## config.mk

```make
export PLATFORM = sky130hd
export DESIGN_NAME = wb_arbiter
export DESIGN_NICKNAME = d
export VERILOG_FILES = /design/src/rtl/rv32_pkg.sv /design/src/rtl/wb_arbiter_pkg.sv /design/src/rtl/wb_scoreboard.sv /design/src/rtl/wb_arbiter.sv
export SDC_FILE = /design/constraint.sdc
export NUM_CORES = 1
export LEC_CHECK = 0
export CORE_MARGIN = 1.5
export CORE_UTILIZATION = 41
export DETAILED_ROUTE_END_ITERATION = 7
export HOLD_SLACK_MARGIN = 0.06
export MAX_ROUTING_LAYER = met4
export PLACE_DENSITY = 0.78
export SETUP_SLACK_MARGIN = 0.1
export SLEW_MARGIN = 20
export SYNTH_ARGS = -nofsm -noshare
export SYNTH_HDL_FRONTEND = slang
export SYNTH_HIERARCHICAL = 1
export SYNTH_SLANG_ARGS = --single-unit
```

## constraint.sdc

```tcl
create_clock -name clk -period 1.8 [get_ports clk]
set_clock_uncertainty 0.05 [all_clocks]
set_input_delay 0.27 -clock clk [delete_from_list [all_inputs] [get_ports clk]]
set_output_delay 0.27 -clock clk [all_outputs]
set_load 0.01 [all_outputs]
```

## src/rtl/rv32_pkg.sv

```systemverilog
// rv32: shared RV32 datapath widths (word, register address, register count).
package rv32;
  localparam int unsigned REG_COUNT = 32;
  typedef logic [31:0]                    word;
  typedef logic [$clog2(REG_COUNT)-1:0]   gpr_addr_t;
endpackage

```

## src/rtl/wb_arbiter_pkg.sv

```systemverilog
// lexington: writeback arbiter FSM encoding and default starvation limit.
package lexington;
  typedef enum logic {WB_NORMAL, WB_STARVED} wb_state_t;
  localparam int unsigned WB_STARVE_MAX_DEFAULT = 4;
endpackage

```

## src/rtl/wb_scoreboard.sv

```systemverilog
// wb_scoreboard: one pending bit per GPR for outstanding load destinations.
// x0 never becomes pending; a set and a clear to the same register in the
// same cycle leave the bit set (the new load supersedes the returning one).
module wb_scoreboard
  import rv32::*;
(
  input  logic      clk,
  input  logic      rst_n,
  input  logic      set_en,
  input  gpr_addr_t set_addr,
  input  logic      clr_en,
  input  gpr_addr_t clr_addr,
  input  gpr_addr_t rd_addr_a,
  input  gpr_addr_t rd_addr_b,
  output logic      pend_a,
  output logic      pend_b
);

  logic [REG_COUNT-1:0] pend;
  logic [REG_COUNT-1:0] pend_next;

  // Next pending vector: clear first so a same-cycle set overrides it.
  always_comb begin
    pend_next = pend;
    if (clr_en) pend_next[clr_addr] = 1'b0;
    if (set_en && (set_addr != '0)) pend_next[set_addr] = 1'b1;
    pend_next[0] = 1'b0;
  end

  // Pending vector register.
  always_ff @(posedge clk or negedge rst_n) begin
    if (!rst_n) pend <= '0;
    else        pend <= pend_next;
  end

  // Lookup ports read the current (registered) state.
  always_comb begin
    pend_a = pend[rd_addr_a];
    pend_b = pend[rd_addr_b];
  end

endmodule

```

## src/rtl/wb_arbiter.sv

```systemverilog
// wb_arbiter: arbitrates EXE and LSU writebacks onto the single GPR write
// port, registers the winner into a one-entry writeback stage, and reports
// decode read hazards from a load scoreboard.
// Optional feature macro: WB_FORWARD_EN (forward writeback-stage data to
// decode instead of stalling on it).
module wb_arbiter
  import rv32::*;
  import lexington::*;
#(
  parameter int unsigned STARVE_MAX = WB_STARVE_MAX_DEFAULT
) (
  input  logic      clk,
  input  logic      rst_n,
  input  logic      exe_valid,
  input  gpr_addr_t exe_addr,
  input  word       exe_data,
  output logic      exe_ready,
  input  logic      lsu_valid,
  input  gpr_addr_t lsu_addr,
  input  word       lsu_data,
  output logic      lsu_ready,
  input  logic      issue_en,
  input  gpr_addr_t issue_addr,
  input  gpr_addr_t rs1_addr,
  input  gpr_addr_t rs2_addr,
  output logic      rs1_busy,
  output logic      rs2_busy,
  output logic      rs1_fwd_valid,
  output logic      rs2_fwd_valid,
  output word       fwd_data,
  output logic      dest_en,
  output gpr_addr_t dest_addr,
  output word       dest_data
);

  localparam logic [3:0] CNT_MAX = STARVE_MAX[3:0];

  wb_state_t  state, state_next;
  logic [3:0] starve_cnt, cnt_next;
  logic       grant_exe, grant_lsu;
  logic       rs1_pend, rs2_pend;
  logic       rs1_wb_hit, rs2_wb_hit;

  // Arbitration, starvation counter and FSM next-state.
  // The counter's next value decides the NORMAL->STARVED move so that EXE
  // wins on the cycle right after its STARVE_MAX-th loss.
  always_comb begin
    state_next = state;
    cnt_next   = starve_cnt;
    grant_exe  = 1'b0;
    grant_lsu  = 1'b0;
    case (state)
      WB_NORMAL: begin
        if (lsu_valid)      grant_lsu = 1'b1;
        else if (exe_valid) grant_exe = 1'b1;
      end
      WB_STARVED: begin
        if (exe_valid)      grant_exe = 1'b1;
        else if (lsu_valid) grant_lsu = 1'b1;
      end
      default: ;
    endcase
    if (!exe_valid || grant_exe)              cnt_next = '0;
    else if (grant_lsu && starve_cnt != CNT_MAX) cnt_next = starve_cnt + 4'd1;
    if (state == WB_NORMAL && exe_valid && cnt_next == CNT_MAX)
      state_next = WB_STARVED;
    else if (state == WB_STARVED && grant_exe)
      state_next = WB_NORMAL;
    exe_ready = grant_exe;
    lsu_ready = grant_lsu;
  end

  // FSM state and starvation counter registers.
  always_ff @(posedge clk or negedge rst_n) begin
    if (!rst_n) begin
      state      <= WB_NORMAL;
      starve_cnt <= '0;
    end else begin
      state      <= state_next;
      starve_cnt <= cnt_next;
    end
  end

  // Writeback stage: capture the granted write; x0 writes never enable.
  always_ff @(posedge clk or negedge rst_n) begin
    if (!rst_n) begin
      dest_en   <= 1'b0;
      dest_addr <= '0;
      dest_data <= '0;
    end else if (grant_exe) begin
      dest_en   <= (exe_addr != '0);
      dest_addr <= exe_addr;
      dest_data <= exe_data;
    end else if (grant_lsu) begin
      dest_en   <= (lsu_addr != '0);
      dest_addr <= lsu_addr;
      dest_data <= lsu_data;
    end else begin
      dest_en   <= 1'b0;
    end
  end

  wb_scoreboard u_scoreboard (
    .clk       (clk),
    .rst_n     (rst_n),
    .set_en    (issue_en),
    .set_addr  (issue_addr),
    .clr_en    (grant_lsu),
    .clr_addr  (lsu_addr),
    .rd_addr_a (rs1_addr),
    .rd_addr_b (rs2_addr),
    .pend_a    (rs1_pend),
    .pend_b    (rs2_pend)
  );

  // Read hazards against the scoreboard and the writeback stage.
  always_comb begin
    rs1_wb_hit = dest_en && (dest_addr == rs1_addr) && (rs1_addr != '0);
    rs2_wb_hit = dest_en && (dest_addr == rs2_addr) && (rs2_addr != '0);
`ifdef WB_FORWARD_EN
    rs1_fwd_valid = rs1_wb_hit && !rs1_pend;
    rs2_fwd_valid = rs2_wb_hit && !rs2_pend;
    fwd_data      = dest_data;
`else
    rs1_fwd_valid = 1'b0;
    rs2_fwd_valid = 1'b0;
    fwd_data      = '0;
`endif
    rs1_busy = (rs1_pend || rs1_wb_hit) && !rs1_fwd_valid;
    rs2_busy = (rs2_pend || rs2_wb_hit) && !rs2_fwd_valid;
  end

endmodule

```

======== Word-level counts from Yosys, hierarchy flattened ========
Cells that the tools add are included.
Widths: inputs -> output; s select.
storage, ports and cells
  flip-flop bits (word level) ............. 74
  bits in latches ......................... 0
  memory bits (writable) .................. 0
  memory bits (read-only) ................. 0
  bits of input ports ..................... 94
  output and inout bits ................... 76
  logic and storage cells ................. 69
  memories ................................ 0
cells by class
  add/subtract/negate cells ............... 1
  multipliers ............................. 0
  div/mod/pow operators ................... 0
  order comparisons ....................... 6
  equal/unequal tests ..................... 4
  shift operators ......................... 0
  multiplexer cells ....................... 26
  bitwise logic cells ..................... 4
  reduce and logical (&&, ||, !) cells .... 22
operators with widths
  cell                 number
  $mux 32              4
  $and 32x32->32       1
  $not 32->32          1
  $or 32x32->32        1
  $reduce_bool 5->1    5
  $lt 5x6->1 const B   4
  $mux 1               12
  $logic_and 1x1->1    11
  $bmux 1 s5           2
  $demux 1 s5          2
  $eq 5x5->1           2
  $ge 5x1->1 const B   2
  $mux 5               2
  $mux 4               2
  $add 4x1->4 const B  1
  $eq 4x3->1 const B   1
  $ne 4x3->1 const B   1
  $pmux 1 s2           2
  $reduce_bool 2->1    2
  $logic_or 1x1->1     3
  $logic_not 1->1      1
  $not 1->1            1

======== Depth between registers and ports, before layout ========
Gate-level depths: netlist of run 1.
  depth in word-level cells ............... 9
  depth in mapped cells ................... 6

======== By module ========
The synthesis of run 1 kept the hierarchy.
modules (own cells, without submodules)
  module         times used  cells an instance  area an instance (um^2)
  wb_arbiter     1           296                2,802.7
  wb_scoreboard  1           193                1,841.8

======== Worst setup path before layout of run 1 ========
OpenSTA, ideal clock, no wires.
  path kind ............................... in2out
  start point ............................. in rs1_addr[0]
  end point ............................... out rs1_busy
  arrival ................................. 1.445 ns
  slack ................................... 0.035 ns
  stages on the path ...................... 6
  cell sequence ........................... buf_2 -> mux4_2 -> nand2b_1 -> o211ai_1 -> nand4_1 -> o21bai_1
RTL lines
  what                          RTL line             text
  start: declaration            wb_arbiter.sv:24     input gpr_addr_t rs1_addr,
  $bmux 1 s5                    wb_scoreboard.sv:38  pend_a = pend[rd_addr_a];
  $mux 1 (not written as such)  wb_scoreboard.sv:38
  named net rs1_pend            wb_arbiter.sv:41     logic rs1_pend, rs2_pend;
  $logic_or 1x1->1              wb_arbiter.sv:129    rs1_busy = (rs1_pend || rs1_wb_hit) && !rs1_fwd_valid;
  end: declaration              wb_arbiter.sv:26     output logic rs1_busy,
The timed path passes the listed nets, and every way through them passes these cells. The select of a mux whose other input is x is not followed.

======== Final worst setup path of run 1 ========
  start point ............................. reg u_scoreboard.pend[7]
  end point ............................... out rs2_busy
on the way
  word-level cells in the longest chain between the ends .. 3
RTL lines
  what                          RTL line             text
  start: declaration            wb_scoreboard.sv:19  logic [REG_COUNT-1:0] pend;
  start signal: assignment      wb_scoreboard.sv:33  else pend <= pend_next;
  $bmux 1 s5                    wb_scoreboard.sv:39  pend_b = pend[rd_addr_b];
  $mux 1 (not written as such)  wb_scoreboard.sv:39
  named net rs2_pend            wb_arbiter.sv:41
  $logic_or 1x1->1              wb_arbiter.sv:130    rs2_busy = (rs2_pend || rs2_wb_hit) && !rs2_fwd_valid;
  end: declaration              wb_arbiter.sv:27     output logic rs2_busy,
The timed path passes the listed nets, and every way through them passes these cells. The select of a mux whose other input is x is not followed.

==> results by group, run 1 <==
CTS
  • H-Tree Depth: 3
  • CTS Root Cell: clkbuf_16
  • TritonCTS Buffers: 9
  • Max clock buf depth: 2
  • CTS sink cnt: 74
  • Worst-path clk slew: 0.05 ns
  • CTS tree: yes
  • Worst-Skew Late Latency: 0.33 ns

Route
  • Routed length on met2: just over 7000 um
  • M1 WL: 5750 um
  • Met3 WL post-DR: 960 um
  • Total number of vias: ~4500
  • Vias/cell: approximately 5.5
  • DRT Wirelength: between 10000 and 15000 um
  • Top sig layer: met4
  • First-pass DRT Iterations: 5
  • Initial DRC count: approximately 320
  • DRC: 0
  • Post-DRT Antenna Nets: 0
  • DR WL/cell: 17.5 um

Synth
  • Synth Cell Area: 4640 um^2
  • Area fraction in compound gates after synthesis: 15.8%
  • Synth Area in Adders: 0.539%
  • Count leader, synth: nor2_1
  • Number of synthesized flops with an enable pin: 0
  • Mux cell area share after synthesis: about 18%
  • Synth Area in XOR/XNOR: 1.89%
  • Synth top cells by count: nor2_1, dfrtp_1, o21ai_0
  • Async set or reset register ratio after synthesis: 100%
  • Largest family of logic cells by synthesized area: multiplexers
  • Synth area leader: dfrtp_1
  • Post-synth cell types: 41
  • Post-Synth Simple-Gate Area: approximately 16%
  • Sequential area share after synthesis: between 30% and 40%
  • Synth Flop Type: dfrtp_1
  • Dominant cells by area after synthesis: dfrtp_1, nor2_1, o21ai_0
  • Mean area per synthesized cell: 9.50 um^2
  • Syn Inst Count: 489
  • Synth top area share: 39.9%
  • Synth Warn #: 6
  • Synthesized flop and latch total: 74

Placement
  • Place WS: -1.01 ns
  • Placed inst area: 6280 um^2
  • Post-DP HPWL: around 10000 um
  • Port Buffers: roughly 140
  • GP Congestion: 0.888
  • Dpl cells: approximately 790

Final layout
  • Area grow syn2layout: 43.2%
  • ANT cells: 0
  • Final Cell Area: 6650 um^2
  • Final design utilization: 60.8%
  • Ratio of cells with drive above 1 in the final layout: 16.4%
  • Fill cell count: 899
  • Cell Count, Final, Fillers Out: about 810
  • Fin nets: about 760

Status
  • Outcome: finished, violations left
  • Failing checks: setup timing

Power
  • Peak VDD IR: 0.491 mV
  • Pleak: 2.89 nW
  • Power Density: 822 nW/um^2

Die
  • Starting Density: a little over two fifths
  • DIE AREA: 12000 um^2
  • # IOs: 170
  • Die Y-Extent: 109 um
  • Core ar.: 10900 um^2
  • Die X: 109 um
  • Core Rows: 38

Global routing
  • Largest net degree at the start of global routing: 39
  • Tot GR Track Use: 24.7%
  • Global-route wire length before repair: 22300 um
  • Antenna violations before repair: 0
  • Vias in the first global route: 4535
  • Total global routing overflow: 0

Setup path
  • Slowest CP cell: mux4_2
  • WS Path Type: flip-flop to output pin
  • Crit path max fanout: 3
  • Critical path arrival: 1.87 ns
  • Required @ worst endpoint: 1.48 ns
  • Worst Setup Start Kind: flip-flop
  • Crit-path cells: mux4_2, nand2b_4, o211ai_1, nand4_1, o21bai_4, buf_6
  • Max incr delay on CP: 0.49 ns
  • Worst Setup End Kind: output pin

STA
  • Final-report setup violation count: 2
  • Slew Viols, Final: 0
  • Tmin final: around 2.2 ns
  • Worst Tran Pin Value: 0.515 ns
  • Worst rel slew slack: 65.6%
  • Hold_ws: 0.400 ns
  • Fmax: 0.456 GHz
  • RSZ-0062 raised after global routing: true
  • Final worst slack: -0.391 ns
  • Final Hold Viols: 0
  • Final period util: 122%

Flow run
  • Max-Cap Viols: 0

Hold path
  • HP Class: primary input to flip-flop
-- final timing paths --
kind | from | to | slack, ns | cells after the start
worst max-delay path | u_scoreboard/pend[7] | rs2_busy | -0.39 | 6
worst min-delay path | lsu_valid | starve_cnt[2] | 0.40 | 4
worst max register to register | starve_cnt[0] | state | 0.20 | 6
worst min register to register | u_scoreboard/pend[13] | u_scoreboard/pend[13] | 0.50 | 2
max in group asynchronous | rst_n | u_scoreboard/pend[22] | 0.74 | 3
min in group asynchronous | rst_n | dest_data[10] | 0.42 | 2
-- sequential cells by signal, indices dropped and copies added, names as in the netlist --
signal	flops
dest_en	1
starve_cnt	4
state	1
dest_addr	5
u_scoreboard/pend	31
dest_data	32
-- kinds of logic after synthesis --
kind of cell | after synthesis
fa+ha+maj | 2
simple gates | 151
flops | 74
other cells | 1
mux | 62
xor+xnor | 10
buf+inv | 62
compound gates | 127
-- layout by cell type, fill, tap and decap left out, types with 6 or more instances in the layout --
cell / n
nand3b_1: 11
dfrtp_1: 70
inv_1: 6
o21ai_0: 62
clkbuf_16: 9
buf_4: 46
mux2_1: 17
a21oi_1: 8
mux4_2: 6
nor2_1: 87
xor2_1: 7
o22ai_1: 38
conb_1: 34
mux2_4: 20
nand2_1: 7
dlygate4sd2_1: 7
mux2i_1: 19
nand3_1: 14
clkdlybuf4s50_1: 120
-- power breakdown --
group	leakage [nW]	internal (mW)	switching, mW	total, mW
clock network	0.149	1.11	0.670	1.78
registers	0.886	1.93	0.231	2.16
logic	1.85	0.849	0.680	1.53
-- worst max-delay path: cells and delay by family (launching register included) --
family | cells | cell delay [ns]
AO/OA/AOI/OAI | 2 | 0.27
buffers and inverters | 1 | 0.12
flip-flops | 1 | 0.40
multiplexers | 1 | 0.49
AND/OR/NAND/NOR | 2 | 0.26
-- layout make-up --
cell class	count	area [um^2]	share of cell area, %
Clock buffer	11	243	3.65
Clock inverter	5	53.8	0.809
Inverter	6	22.5	0.339
Multi-Input combinational cell	386	2570	38.6
Sequential cell	74	1860	27.9
Tap cell	140	175	2.63
Timing Repair Buffer	183	1730	26.1
-- repair_timing --
item / 4_1_cts / 5_1_grt
endpoints found under the setup margin: 7 / 13
hold buffers: 1 / 0
resized for setup: 24 / 7
endpoints found under the hold margin: 36 / 0
buffers inserted: 2 / 1
pin swaps: 3 / 0
-- layer usage --
layer	GRT usage, %	vias to the layer above
li1	-	2039
met2	40.9	227
met3	3.79	32
met1	30.6	2168
met5	-	-
met4	9.18	0
-- through the flow --
step                power [mW]  TNS, ns
floorplan                 2.92        0
global placement          3.59    -3.02
detailed placement        3.65    -3.98
CTS                       5.48   -0.755
global route              5.75   -0.883
finish                    5.47   -0.767
Power figures use the tool's default switching activity.
==> run 2, diff against run 1 <==
--- a/config.mk
+++ b/config.mk
@@ -6,11 +6,12 @@
 export NUM_CORES = 1
 export LEC_CHECK = 0
 export CORE_MARGIN = 1.5
-export CORE_UTILIZATION = 41
+export CORE_UTILIZATION = 49
 export DETAILED_ROUTE_END_ITERATION = 7
+export GPL_TIMING_DRIVEN = 0
 export HOLD_SLACK_MARGIN = 0.06
 export MAX_ROUTING_LAYER = met4
-export PLACE_DENSITY = 0.78
+export PLACE_DENSITY = 0.87
 export SETUP_SLACK_MARGIN = 0.1
 export SLEW_MARGIN = 20
 export SYNTH_ARGS = -nofsm -noshare
==> constraint.sdc (replaced) <==
create_clock -name clk -period 2.8 [get_ports clk]
set_clock_uncertainty 0.05 [all_clocks]
set_input_delay 0.42 -clock clk [delete_from_list [all_inputs] [get_ports clk]]
set_output_delay 0.42 -clock clk [all_outputs]
set_load 0.01 [all_outputs]
==> run 2 against run 1 <==
Compared with the run above: the run now ends clean; largest power group unchanged; clock power down 43%; register-to-register slack improved by 0.71 ns; worst setup slack better by 0.53 ns; wire length down 4.6%; cell count fell by 1.7%; sequential power is 37% lower; flip-flop and latch count stayed put.
==> results by group, run 2 (same netlist as run 1, synthesis figures left out) <==
Final layout
  • Max FFs per register: 32
  • Cell Count, Final, Fillers Out: 791
  • Fill cell count: about 670
  • Largest regs: dest_data (32), u_scoreboard/pend (31), dest_addr (5)
  • Area occupied by multi-input gates: about 2500 um^2
  • Most common cell after layout, fill and taps aside: clkdlybuf4s50_1
  • Ratio of cells with drive above 1 in the final layout: 15.9%
  • Biggest register: dest_data
  • Register area: 1850 um^2
  • Fin nets: around 770
  • Area grow syn2layout: 42.3%
  • Most frequent cells in the layout: clkdlybuf4s50_1, nor2_1, dfrtp_1
  • ANT cells: 0

Setup path
  • Critical path arrival: 2.19 ns
  • WS Path Type: primary input to output pin
  • Required @ worst endpoint: 2.33 ns
  • Delay-heaviest family, CP: buffers and inverters
  • Crit path max fanout: 4
  • Worst Setup End Kind: output pin
  • Buf/Inv on CP: 3
  • Max incr delay on CP: 0.52 ns
  • Cell mode on critical path: dlygate4sd2_1
  • Crit-path cells: dlygate4sd2_1, buf_6, mux4_2, nand2b_1, o2111ai_1, nand4_1, o21bai_1, dlygate4sd2_1
  • Slowest CP cell: mux4_2
  • Worst Setup Start Kind: primary input

Route
  • Post-DRT Antenna Nets: 0
  • First-pass DRT Iterations: 5
  • DRT Wirelength: 13500 um
  • Total number of vias: 4487
  • DR WL/cell: 17.0 um
  • DRC: 0
  • Vias/cell: 5.67
  • Initial DRC count: 342

Power
  • Pleak: 2.91 nW
  • Psw: 0.960 mW
  • Cell internal pwr: 2.39 mW
  • Clk pwr share: between 30 and 40%
  • Logic pwr share: between 20 and 30%
  • Sequential share of power: 41.0%
  • Sw Ratio: around 29%
  • Peak VDD IR: 0.295 mV
  • Design Power: between 3 and 4 mW
  • Power Density: 507 nW/um^2

CTS
  • H-Tree Depth: 3
  • Worst-path clk slew: 0.08 ns
  • CTS tree: yes
  • TritonCTS Buffers: 9
  • CTS Root Cell: clkbuf_8
  • Max clock buf depth: 2
  • Worst-Skew Late Latency: 0.35 ns
  • CTS sink cnt: 74

Die
  • Die X: 100 um
  • DIE AREA: 10100 um^2
  • Starting Density: 50.5%
  • Core ar.: 9200 um^2
  • # IOs: 170
  • Die Y-Extent: around 100 um
  • Core Rows: 35

Global routing
  • Met2 track demand over resource: 45.9%
  • Largest net degree at the start of global routing: 57
  • Met1 usage: a little over a third
  • GRT met3 Usage: 5.78%
  • Total global routing overflow: 0
  • Most Crowded Layer GR: met2
  • Vias in the first global route: 4414
  • Tot GR Track Use: 27.8%
  • Global-route wire length before repair: 21500 um
  • Antenna violations before repair: 0

STA
  • Final worst slack: 0.140 ns
  • RSZ-0062 raised after global routing: true
  • Setup TNS: 0 ns
  • Worst rel slew slack: between 60 and 70%
  • Hold_ws: about 0.44 ns
  • Final-report setup violation count: 0
  • Worst Tran Pin Value: 0.508 ns
  • Slew Viols, Final: 0
  • Final period util: 95.0%
  • Fmax: ~0.38 GHz
  • Tmin final: 2.66 ns
  • Final Hold Viols: 0

Flow run
  • Max-Cap Viols: 0

Placement
  • GP Congestion: 0.915
  • Dpl cells: 769
  • Post-DP HPWL: 9830 um
  • Port Buffers: about 140
  • Place WS: -0.567 ns

Status
  • Outcome: complete, no violations

Hold path
  • HP Class: primary input to async pin
[run 2: cell types whose count changed in the layout (fill, tap and decap cells not counted), sizes merged]
cell / before / now
clkdlybuf4s15: 1 / 0
clkbuf: 11 / 18
clkinv: 4 / 1
clkdlybuf4s50: 120 / 126
dlygate4sd2: 7 / 5
bufinv: 1 / 3
buf: 51 / 58
dlymetal6s2s: 3 / 2
[run 2: timing repair]
| action | 4_1_cts | 5_1_grt |
|---|---|---|
| setup endpoints to repair | 2 | 2 |
| setup buffers | 5 | 0 |
| resized for setup | 19 | 4 |
| hold buffers | 1 | 0 |
| endpoints found under the hold margin | 18 | 0 |
[run 2: power groups by stage]
stage	Clock, mW	Sequential, mW	Combinational (mW)
2_1_floorplan	0	1.37	0.489
3_3_place_gp	0	1.38	0.906
3_5_place_dp	0	1.39	0.940
4_1_cts	1.03	1.37	0.953
5_1_grt	1.07	1.39	1.04
6_report	1.01	1.37	0.961
[run 2: metal layers]
| layer | up-vias | part of all wire [%] |
|---|---|---|
| li1 | 2074 | - |
| met1 | 2126 | 41 |
| met2 | 266 | 49 |
| met3 | 21 | 8.8 |
| met4 | 0 | 1.6 |
| met5 | - | 0 |
[run 2: metrics by stage]
step | cell area (um^2) | util [%]
after global placement | 6260 | 68.1
after CTS | 6610 | 71.8
after floorplan | 4770 | -
final | 6610 | 71.9
after global routing | 6610 | 71.9
after detailed placement | 6280 | 68.3
[run 2: area by class of cell]
cell class / instances / share of cell area, %
clock inverters: 4 / 1.50
repair buffers: 142 / 21.4
inverters: 6 / 0.341
multi-input cells: 386 / 38.0
clock buffers: 12 / 2.20
well taps: 111 / 2.10
flip-flops and latches: 74 / 28.0
plain buffers: 56 / 6.38
[run 2: path summary, 6_finish.rpt]
path                                 startpoint               endpoint  slack [ns]  depth (start not counted)
setup / recovery                    rs2_addr[0]               rs2_busy        0.14                          8
hold / removal                            rst_n  u_scoreboard/pend[24]        0.44                          2
setup reg to reg                          state   u_scoreboard/pend[4]        0.91                          4
hold reg to reg            u_scoreboard/pend[1]   u_scoreboard/pend[1]        0.49                          2
max in group asynchronous                 rst_n          dest_data[21]        1.69                          3
min in group clk           u_scoreboard/pend[1]   u_scoreboard/pend[1]        0.49                          2
